--- src/rtl/dram_req_sequencer.sv ---
// dram_req_sequencer: open-row DRAM request sequencer with per-bank row tracking.
// Optional periodic refresh is enabled by defining DRAM_SEQ_REFRESH_EN.
module dram_req_sequencer #(
  parameter int NUM_OF_BANKS     = 8,
  parameter int NUM_OF_ROWS      = 128,
  parameter int NUM_OF_COLS      = 8,
  parameter int DATA_WIDTH       = 1,
  parameter int T_RCD            = 2,
  parameter int T_RP             = 2,
  parameter int REFRESH_INTERVAL = 256
) (
  input  logic                            clk,
  input  logic                            rst,
  input  logic                            req_valid,
  output logic                            req_ready,
  input  logic                            req_write,
  input  logic [$clog2(NUM_OF_BANKS)-1:0] req_bank,
  input  logic [$clog2(NUM_OF_ROWS)-1:0]  req_row,
  input  logic [$clog2(NUM_OF_COLS)-1:0]  req_col,
  input  logic [DATA_WIDTH-1:0]           req_wdata,
  output logic                            rsp_valid,
  output logic [DATA_WIDTH-1:0]           rsp_rdata,
  output logic                            bank_rw,
  output logic                            buffer_rw,
  output logic [$clog2(NUM_OF_BANKS)-1:0] bank_id,
  output logic [$clog2(NUM_OF_ROWS)-1:0]  rowid,
  output logic [$clog2(NUM_OF_COLS)-1:0]  colid,
  output logic [DATA_WIDTH-1:0]           dram_wdata,
  input  logic [DATA_WIDTH-1:0]           dram_rdata
);
  localparam int RW = $clog2(NUM_OF_ROWS);
  typedef enum logic [2:0] {
    IDLE, PRECHARGE, ACTIVATE, ACCESS, READ_WAIT
`ifdef DRAM_SEQ_REFRESH_EN
    , REFRESH
`endif
  } state_t;
  state_t                  state;
  logic [3:0]              cnt;
  logic                    wr;
  logic [DATA_WIDTH-1:0]   wdata;
  logic [NUM_OF_BANKS-1:0] vld;
  logic [RW-1:0]           row_tab [NUM_OF_BANKS];
  logic                    accept;
  logic                    hit;
`ifdef DRAM_SEQ_REFRESH_EN
  logic [15:0] rcnt;
  logic        pending;
  logic        wrap;
  assign wrap      = rcnt == 16'(REFRESH_INTERVAL - 1);
  assign req_ready = state == IDLE && !pending;
`else
  // interval only matters with refresh compiled in; the term folds to 1
  assign req_ready = state == IDLE && REFRESH_INTERVAL > 0;
`endif
  assign accept = req_valid && req_ready;
  assign hit    = vld[req_bank] && row_tab[req_bank] == req_row;
  always_ff @(posedge clk) begin
    if (rst) begin
      state      <= IDLE;
      cnt        <= '0;
      wr         <= 1'b0;
      wdata      <= '0;
      vld        <= '0;
      bank_rw    <= 1'b0;
      buffer_rw  <= 1'b0;
      bank_id    <= '0;
      rowid      <= '0;
      colid      <= '0;
      dram_wdata <= '0;
      rsp_valid  <= 1'b0;
      rsp_rdata  <= '0;
`ifdef DRAM_SEQ_REFRESH_EN
      rcnt       <= '0;
      pending    <= 1'b0;
`endif
    end else begin
      rsp_valid <= 1'b0;
`ifdef DRAM_SEQ_REFRESH_EN
      rcnt <= wrap ? '0 : rcnt + 1'b1;
      if (wrap) pending <= 1'b1;
`endif
      case (state)
        IDLE:
          if (accept) begin
            wr      <= req_write;
            wdata   <= req_wdata;
            bank_id <= req_bank;
            rowid   <= req_row;
            colid   <= req_col;
            if (hit) begin
              state      <= ACCESS;
              bank_rw    <= req_write;
              buffer_rw  <= !req_write;
              dram_wdata <= req_write ? req_wdata : '0;
            end else if (vld[req_bank]) begin
              state <= PRECHARGE;
              cnt   <= 4'(T_RP - 1);
            end else begin
              state <= ACTIVATE;
              cnt   <= 4'(T_RCD - 1);
            end
          end
`ifdef DRAM_SEQ_REFRESH_EN
          // refresh starts on the wrap edge itself so ready drops for exactly T_RP cycles
          else if (pending || wrap) begin
            state   <= REFRESH;
            cnt     <= 4'(T_RP - 1);
            pending <= 1'b0;
          end
`endif
        PRECHARGE:
          if (cnt == 4'd0) begin
            vld[bank_id] <= 1'b0;
            state        <= ACTIVATE;
            cnt          <= 4'(T_RCD - 1);
          end else cnt <= cnt - 1'b1;
        ACTIVATE:
          if (cnt == 4'd0) begin
            vld[bank_id]     <= 1'b1;
            row_tab[bank_id] <= rowid;
            state            <= ACCESS;
            bank_rw          <= wr;
            buffer_rw        <= !wr;
            dram_wdata       <= wr ? wdata : '0;
          end else cnt <= cnt - 1'b1;
        ACCESS: begin
          bank_rw    <= 1'b0;
          buffer_rw  <= 1'b0;
          dram_wdata <= '0;
          state      <= wr ? IDLE : READ_WAIT;
        end
        READ_WAIT: begin
          rsp_rdata <= dram_rdata;
          rsp_valid <= 1'b1;
          state     <= IDLE;
        end
`ifdef DRAM_SEQ_REFRESH_EN
        REFRESH:
          if (cnt == 4'd0) begin
            vld   <= '0;
            state <= IDLE;
          end else cnt <= cnt - 1'b1;
`endif
        default: state <= IDLE;
      endcase
    end
  end
endmodule

--- config.mk ---
export PLATFORM = sky130hd
export DESIGN_NAME = dram_req_sequencer
export DESIGN_NICKNAME = d
export VERILOG_FILES = /design/src/rtl/dram_req_sequencer.sv
export SDC_FILE = /design/constraint.sdc
export NUM_CORES = 1
export LEC_CHECK = 0
export CORE_MARGIN = 2
export CORE_UTILIZATION = 30
export CTS_CLUSTER_DIAMETER = 30
export DETAILED_ROUTE_END_ITERATION = 8
export PLACE_DENSITY = 0.53
export SYNTH_ARGS = -nofsm -noshare
export SYNTH_HDL_FRONTEND = slang
export SYNTH_SLANG_ARGS = --single-unit
--- constraint.sdc ---
create_clock -name clk -period 2.35 [get_ports clk]
set_input_delay 0.5875 -clock clk [delete_from_list [all_inputs] [get_ports clk]]
set_output_delay 0.5875 -clock clk [all_outputs]
set_load 0.01 [all_outputs]
==> results.yml, run 1 <==
setup_path:
  highest_net_fanout_along_the_worst_path: 6
  cp_common_cell: "mux2_4"
  rrSetupSlack_ps: 190
  critical_path_cell_count: 10
  critPathCaptureType: "flop"
  path_buf_inv: 3
  r2r_end: "row_tab[1][3]"
  timing.critical_path.max_delay_family: "multiplexers"
  worst-setup-path-type: "in -> reg"
  setup.worst_path.end: "cnt[1]"
  worst_ep_required_time_ps: 2570
  worstSetupStartpointType: "input pin"
  reg2regPathDepth: 8
  startpoint: "req_bank[0]"
  timing.critical_path.arrival_ps: 2510
  r2r_start: "cnt[0]"
  master_of_the_slowest_instance_on_the_critical_path: "nor3_4"
  timing.critical_path.cells: "buf_6 -> buf_12 -> buf_4 -> mux2_4 -> o22ai_4 -> a221oi_2 -> xor2_1 -> nor3_4 -> a21oi_2 -> mux2_4"
  critical_path.max_stage_delay_ps: 340
run_status:
  status: "finished, final reports clean"
timing:
  unrepaired_setup_endpoints_after_global_routing: "yes"
  worst_slew_margin_relative_to_its_limit_pct: 70.2
  timing.final.setup_violations: 0
  final-hold-violation-count: 0
  period_share_pct: 97.1
  fin_worst_hold_slack_ps: 455
  worstMarginPinSlew_ps: 446
  fin_skew_ps: 7.93
  maxSlewViolCount: 0
  max_freq_ghz: 0.438
  period_minus_slack_ps: 2280
global_route:
  grt_first_pass_wirelength_mm: 15.0
  grtUsageTotal_pct: 14.1
  via_count_of_the_first_global_routing_pass: 2772
  grt_overflow: 0
  grt_max_degree: 24
  grt_antenna_before_repair: 0
clock_tree:
  worst_skew_pair.late_latency_ps: 340
  clkTransAtPathRegs_ps: 60
  ctsLongestPathBuffers: 2
  tritoncts.num_buffers: 9
  root_buffer: "clkbuf_16"
  postCtsHoldBufs: 0
  h-tree-depth: 3
  tritoncts: "yes"
  cts.sink_count: 91
cells_and_area:
  final_nets: 402
  final_layout_size_suffix_gt1_share_pct: 26.7
  area_delta_synth_final_pct: 34.6
  num_antenna_cells: 0
  final_core_util_pct: 41.3
routing:
  drt_first_pass_iters: 4
  wl_per_cell_um: 17.0
  drt_iter0_markers: 156
  routed_wl_mm: 9.51
  vias: 2686
  detail_route.drc_violations: 0
  detail-route-antenna-nets: 0
  average_via_count_per_standard_cell: 4.81
synth:
  synth_edf_count: 56
  synth.lib_cells_used.distinct: 46
  ys_seq_area_share_pct: 61.8
  netlist.area_leader.share_pct: 43.6
  syn_inst: 307
  synth_ff_type: "edfxtp_1"
  synthesis.area_sq_mm: 0.00386
  netlist_top_cells_area: "edfxtp_1 (44%), dfxtp_1 (18%), mux4_2 (4.7%)"
  syn_area_per_cell_sq_um: 12.6
  ys_seq_elements: 91
  synthesis.nets: 327
  synth_warn: 0
  cell_type_with_the_largest_total_area_after_synthesis: "edfxtp_1"
  asyncSetResetFlopFracSynth_pct: 0
floorplanning:
  row_count: 41
  placeableCoreArea_sq_mm: 0.0126
  dieArea_sq_mm: 0.0138
  chipWidth_um: 117
  io-pin-count: 38
  dieHeight_um: 117
  initial_core_utilization_pct: 30.7
place:
  port-buffer-count: 37
  detailed_place_hpwl_mm: 6.36
  gp_routability_congestion: 0.769
power_and_ir_drop:
  max-vdd-ir-drop_mv: 0.387
  leakage_nw: 1.84
  power_density_mw_per_mm2: 889
  totalPowerFinal_w: 0.00461
run:
  maxCapViolCount: 0
worst_hold_path:
  worst_hold_path_type: "reg -> reg"
power by group:
group | total [W] | internal (W) | switching, W
Sequential | 0.00202 | 0.00187 | 0.000150
Combinational | 0.00117 | 0.000539 | 0.000626
Clock | 0.00143 | 0.000822 | 0.000609
Total | 0.00461 | 0.00323 | 0.00138
timing repair:
| item | 4_1_cts | 5_1_grt |
|---|---|---|
| resized for setup | 27 | 16 |
| cloned | 1 | 0 |
| buffers inserted | 7 | 3 |
| setup endpoints to repair | 10 | 62 |
| pin swaps | 13 | 13 |
| endpoints found under the hold margin | 0 | 0 |
state kept, by name, summed over array words and instances, names as in the netlist, named ones only:
| signal | cells |
|---|---|
| bank_id | 3 |
| buffer_rw | 1 |
| row_tab | 56 |
| state | 3 |
| rsp_rdata | 1 |
| wr | 1 |
| bank_rw | 1 |
| cnt | 4 |
| colid | 3 |
| wdata | 1 |
| rsp_valid | 1 |
| dram_wdata | 1 |
| rowid | 7 |
routing by layer:
| layer | track usage (%) | up-vias | wire length [um] |
|---|---|---|---|
| met5 | 0 | - | 0 |
| met1 | 19.1 | 1314 | 4600 |
| met3 | 3.75 | 18 | 400 |
| met4 | 4.97 | 0 | 218 |
| met2 | 22.0 | 69 | 4290 |
| li1 | - | 1285 | - |
cells in the mapped netlist (all sizes together) (2+ instances only):
library cell,n
a21oi,23
a221o,2
a221oi,2
a31o,3
buf,5
clkbuf,10
dfxtp,35
edfxtp,56
inv,4
mux2,5
mux2i,11
mux4,12
nand2,46
nand2b,10
nand3,4
nor2,20
nor2b,2
nor3,8
nor4,3
o211a,2
o211ai,3
o21a,2
o21ai,10
o22ai,3
o311ai,2
or2,5
xor2,6
metrics by stage:
| step | TNS [ps] | cell area, sq um | setup slack (ps) | instances |
|---|---|---|---|---|
| detailed placement | -5830 | 4690 | -740 | 534 |
| finish | 0 | 5190 | 69.2 | 558 |
| floorplan | -37.6 | 3910 | -37.6 | 307 |
| global route | -39.3 | 5190 | -23.3 | 558 |
| CTS | -1.69 | 5120 | -1.69 | 556 |
| global placement | -5770 | 4690 | -727 | 534 |
layout make-up:
class / instances / area [sq um]
clock inverters: 6 / 66.3
multi-input cells: 197 / 1520
repair buffers: 79 / 767
flip-flops and latches: 91 / 2380
clock buffers: 9 / 225
well taps: 172 / 215
fillers: 1202 / 7380
inverters: 4 / 15.0
placed cells by master (no fill, tap or decap), types with 8 or more instances in the layout:
cell type and count:
a21oi_1 22, nor2_1 20, dfxtp_1 35, nand2b_1 10, mux4_2 12, buf_4 32, clkbuf_16 9, o21ai_0 10
edfxtp_1 56, buf_6 8, clkdlybuf4s50_1 34, nand2_1 45
how the worst min path moves through the flow:
stage                        start        to  cells past startpoint
final                     colid[0]  colid[0]                      2
after detailed placement  colid[2]  colid[2]                      2
after floorplan              wdata     wdata                      2
after CTS                 colid[0]  colid[0]                      2
after global routing      colid[0]  colid[0]                      2
after global placement    colid[2]  colid[2]                      2
cell families (layout without fill, tap and decap cells):
group                    Yosys count  in the layout  share of synthesized area (%)
flip-flops                        91             91                           61.8
adder cells (fa/ha/maj)            1              1                          0.324
buffers and inverters             19             98                           2.40
multiplexers                      28             28                           11.7
XOR/XNOR                           7              7                           1.59
AO/OA/AOI/OAI                     56             56                           9.31
AND/OR/NAND/NOR                  105            105                           12.9
worst min-delay path, stage by stage (launching register included):
cell     delay [ps]
dfxtp_1         310
nand2_1          50
a21oi_1          50
No activity file was read; power rests on OpenSTA's default activity.
==> run 2, diff against run 1 <==
--- a/config.mk
+++ b/config.mk
@@ -10,6 +10,7 @@
 export CTS_CLUSTER_DIAMETER = 30
 export DETAILED_ROUTE_END_ITERATION = 8
 export PLACE_DENSITY = 0.53
+export REMOVE_ABC_BUFFERS = 1
 export SYNTH_ARGS = -nofsm -noshare
 export SYNTH_HDL_FRONTEND = slang
 export SYNTH_SLANG_ARGS = --single-unit
==> results.yml, run 2 (synthesis results as in run 1) <==
place:
  dpl.cell_count: 537
  port-buffer-count: 37
  detailed_place_hpwl_mm: 6.23
  gp_routability_congestion: 0.734
setup_path:
  timing.critical_path.arrival_ps: 2500
  reg2regPathDepth: 7
  worstSetupStartpointType: "input pin"
  worst-setup-path-type: "in -> reg"
  rrSetupSlack_ps: 120
  r2r_start: "row_tab[5][5]"
  r2r_end: "bank_rw"
  worst_ep_required_time_ps: 2580
  startpoint: "req_bank[0]"
  setup.worst_path.end: "cnt[1]"
  critPathCaptureType: "flop"
  highest_net_fanout_along_the_worst_path: 6
cells_and_area:
  area_taken_by_flip_flops_and_latches_sq_mm: 0.00238
  final_layout_size_suffix_gt1_share_pct: 25.0
  max_flop_register: "row_tab"
  most_frequent_cells_in_the_layout: "edfxtp_1 (56), nand2_1 (45), dfxtp_1 (35), buf_4 (35), clkdlybuf4s50_1 (34)"
  layoutNonFillerInstCount: 556
  multi_input_area_sq_mm: 0.00149
  largest_register_ffs: 56
  num_antenna_cells: 0
  area_delta_synth_final_pct: 31.4
  final_nets: 399
  layout_commonest_cell: "edfxtp_1"
  num-fill-cells: 1226
  reg_top3: "row_tab (56), rowid (7), cnt (4)"
  final_core_util_pct: 40.3
global_route:
  grt_first_pass_wirelength_mm: 14.9
  grtUsageTotal_pct: 14.2
  grt_overflow: 0
  via_count_of_the_first_global_routing_pass: 2668
  grt_antenna_before_repair: 0
  grt_max_degree: 24
timing:
  unrepaired_setup_endpoints_after_global_routing: "yes"
  worstMarginPinSlew_ps: 408
  fin_worst_hold_slack_ps: 457
  finalSetupTns_ps: 0
  period_share_pct: 96.6
  worst_slew_margin_relative_to_its_limit_pct: 72.8
  maxSlewViolCount: 0
  fin_skew_ps: 7.50
  max_freq_ghz: 0.440
  timing.final.setup_violations: 0
  final-hold-violation-count: 0
  period_minus_slack_ps: 2270
floorplanning:
  placeableCoreArea_sq_mm: 0.0126
  row_count: 41
  dieArea_sq_mm: 0.0138
  io-pin-count: 38
  dieHeight_um: 117
  initial_core_utilization_pct: 30.7
  chipWidth_um: 117
routing:
  detail_route.drc_violations: 0
  vias: 2654
  detail-route-antenna-nets: 0
  drt_iter0_markers: 193
  routed_wl_mm: 9.23
  average_via_count_per_standard_cell: 4.77
  wl_per_cell_um: 16.6
  drt_first_pass_iters: 4
worst_hold_path:
  worst_hold_path_type: "reg -> reg"
power_and_ir_drop:
  power_switching_w: 0.00135
  power.combinational.fraction_pct: 25.7
  power.switching_fraction_pct: 30.2
  p_clk_share_pct: 29.2
  leakage_nw: 1.78
  power_frac_seq_pct: 45.1
  internal-power_w: 0.00312
  max-vdd-ir-drop_mv: 0.380
  power_density_mw_per_mm2: 884
clock_tree:
  tritoncts.num_buffers: 9
  tritoncts: "yes"
  worst_skew_pair.late_latency_ps: 340
  h-tree-depth: 3
  cts.sink_count: 91
  root_buffer: "clkbuf_16"
  ctsLongestPathBuffers: 2
  clkTransAtPathRegs_ps: 60
  postCtsHoldBufs: 0
run:
  maxCapViolCount: 0
run_status:
  status: "finished, final reports clean"
## run 2: cell count changes in the layout (fill, tap and decap cells not counted), sizes merged
cell         delta
clkbuf          +2
clkinvlp        +2
buf             -3
bufinv          -1
dlygate4sd2     -1
clkinv          -1
## run 2: cell type report
| class | count | area share, % |
|---|---|---|
| Clock buffer | 10 | 4.52 |
| Clock inverter | 6 | 0.790 |
| Inverter | 4 | 0.296 |
| Multi-Input combinational cell | 197 | 29.4 |
| Sequential cell | 91 | 47.0 |
| Tap cell | 172 | 4.25 |
| Timing Repair Buffer | 76 | 13.8 |
## run 2: worst min path at each step
| stage | cells past startpoint | to | from | slack (ps) |
|---|---|---|---|---|
| after global routing | 2 | colid[0] | colid[0] | 470 |
| after CTS | 2 | rsp_rdata | rsp_rdata | 460 |
| after global placement | 2 | colid[2] | colid[2] | 440 |
| after detailed placement | 2 | rsp_rdata | rsp_rdata | 450 |
| final | 2 | colid[2] | colid[2] | 460 |
| after floorplan | 2 | wdata | wdata | 430 |
## run 2: worst max-delay path, stage by stage
cell and delay, ps:
buf_6 100, buf_12 130, buf_8 130, buf_4 130, buf_4 150, mux4_2 330, mux2i_1 70, buf_4 160
nor4_4 320, a21oi_4 90, mux2_4 300
## run 2: power by group through the flow
stage	clock [W]	combinational, W	sequential, W
2_1_floorplan	0	0.000564	0.00204
3_3_place_gp	0	0.00106	0.00205
3_5_place_dp	0	0.00108	0.00205
4_1_cts	0.00134	0.00114	0.00201
5_1_grt	0.00142	0.00128	0.00205
6_report	0.00131	0.00115	0.00202
## run 2: timing repair
| action | CTS | global route |
|---|---|---|
| gates resized for setup | 31 | 12 |
| pin swaps | 9 | 10 |
| buffers inserted | 4 | 1 |
| endpoints found under the setup margin | 8 | 47 |
## run 2: per-layer routing
metal  GRT usage, %  routed length (um)  vias to the layer above
li1               -                   -                     1277
met5              0                   0                        -
met4           3.84                 102                        0
met2           22.3                4420                       59
met1           19.2                4330                     1308
met3           4.23                 379                       10
## run 2: through the flow
stage / power [W] / worst slack, ps / cell area, sq um
floorplan: 0.00260 / 14.6 / 3780
global placement: 0.00310 / -855 / 4660
detailed placement: 0.00312 / -867 / 4660
CTS: 0.00450 / 13.5 / 5040
global route: 0.00476 / -3.01 / 5070
finish: 0.00448 / 79.2 / 5070
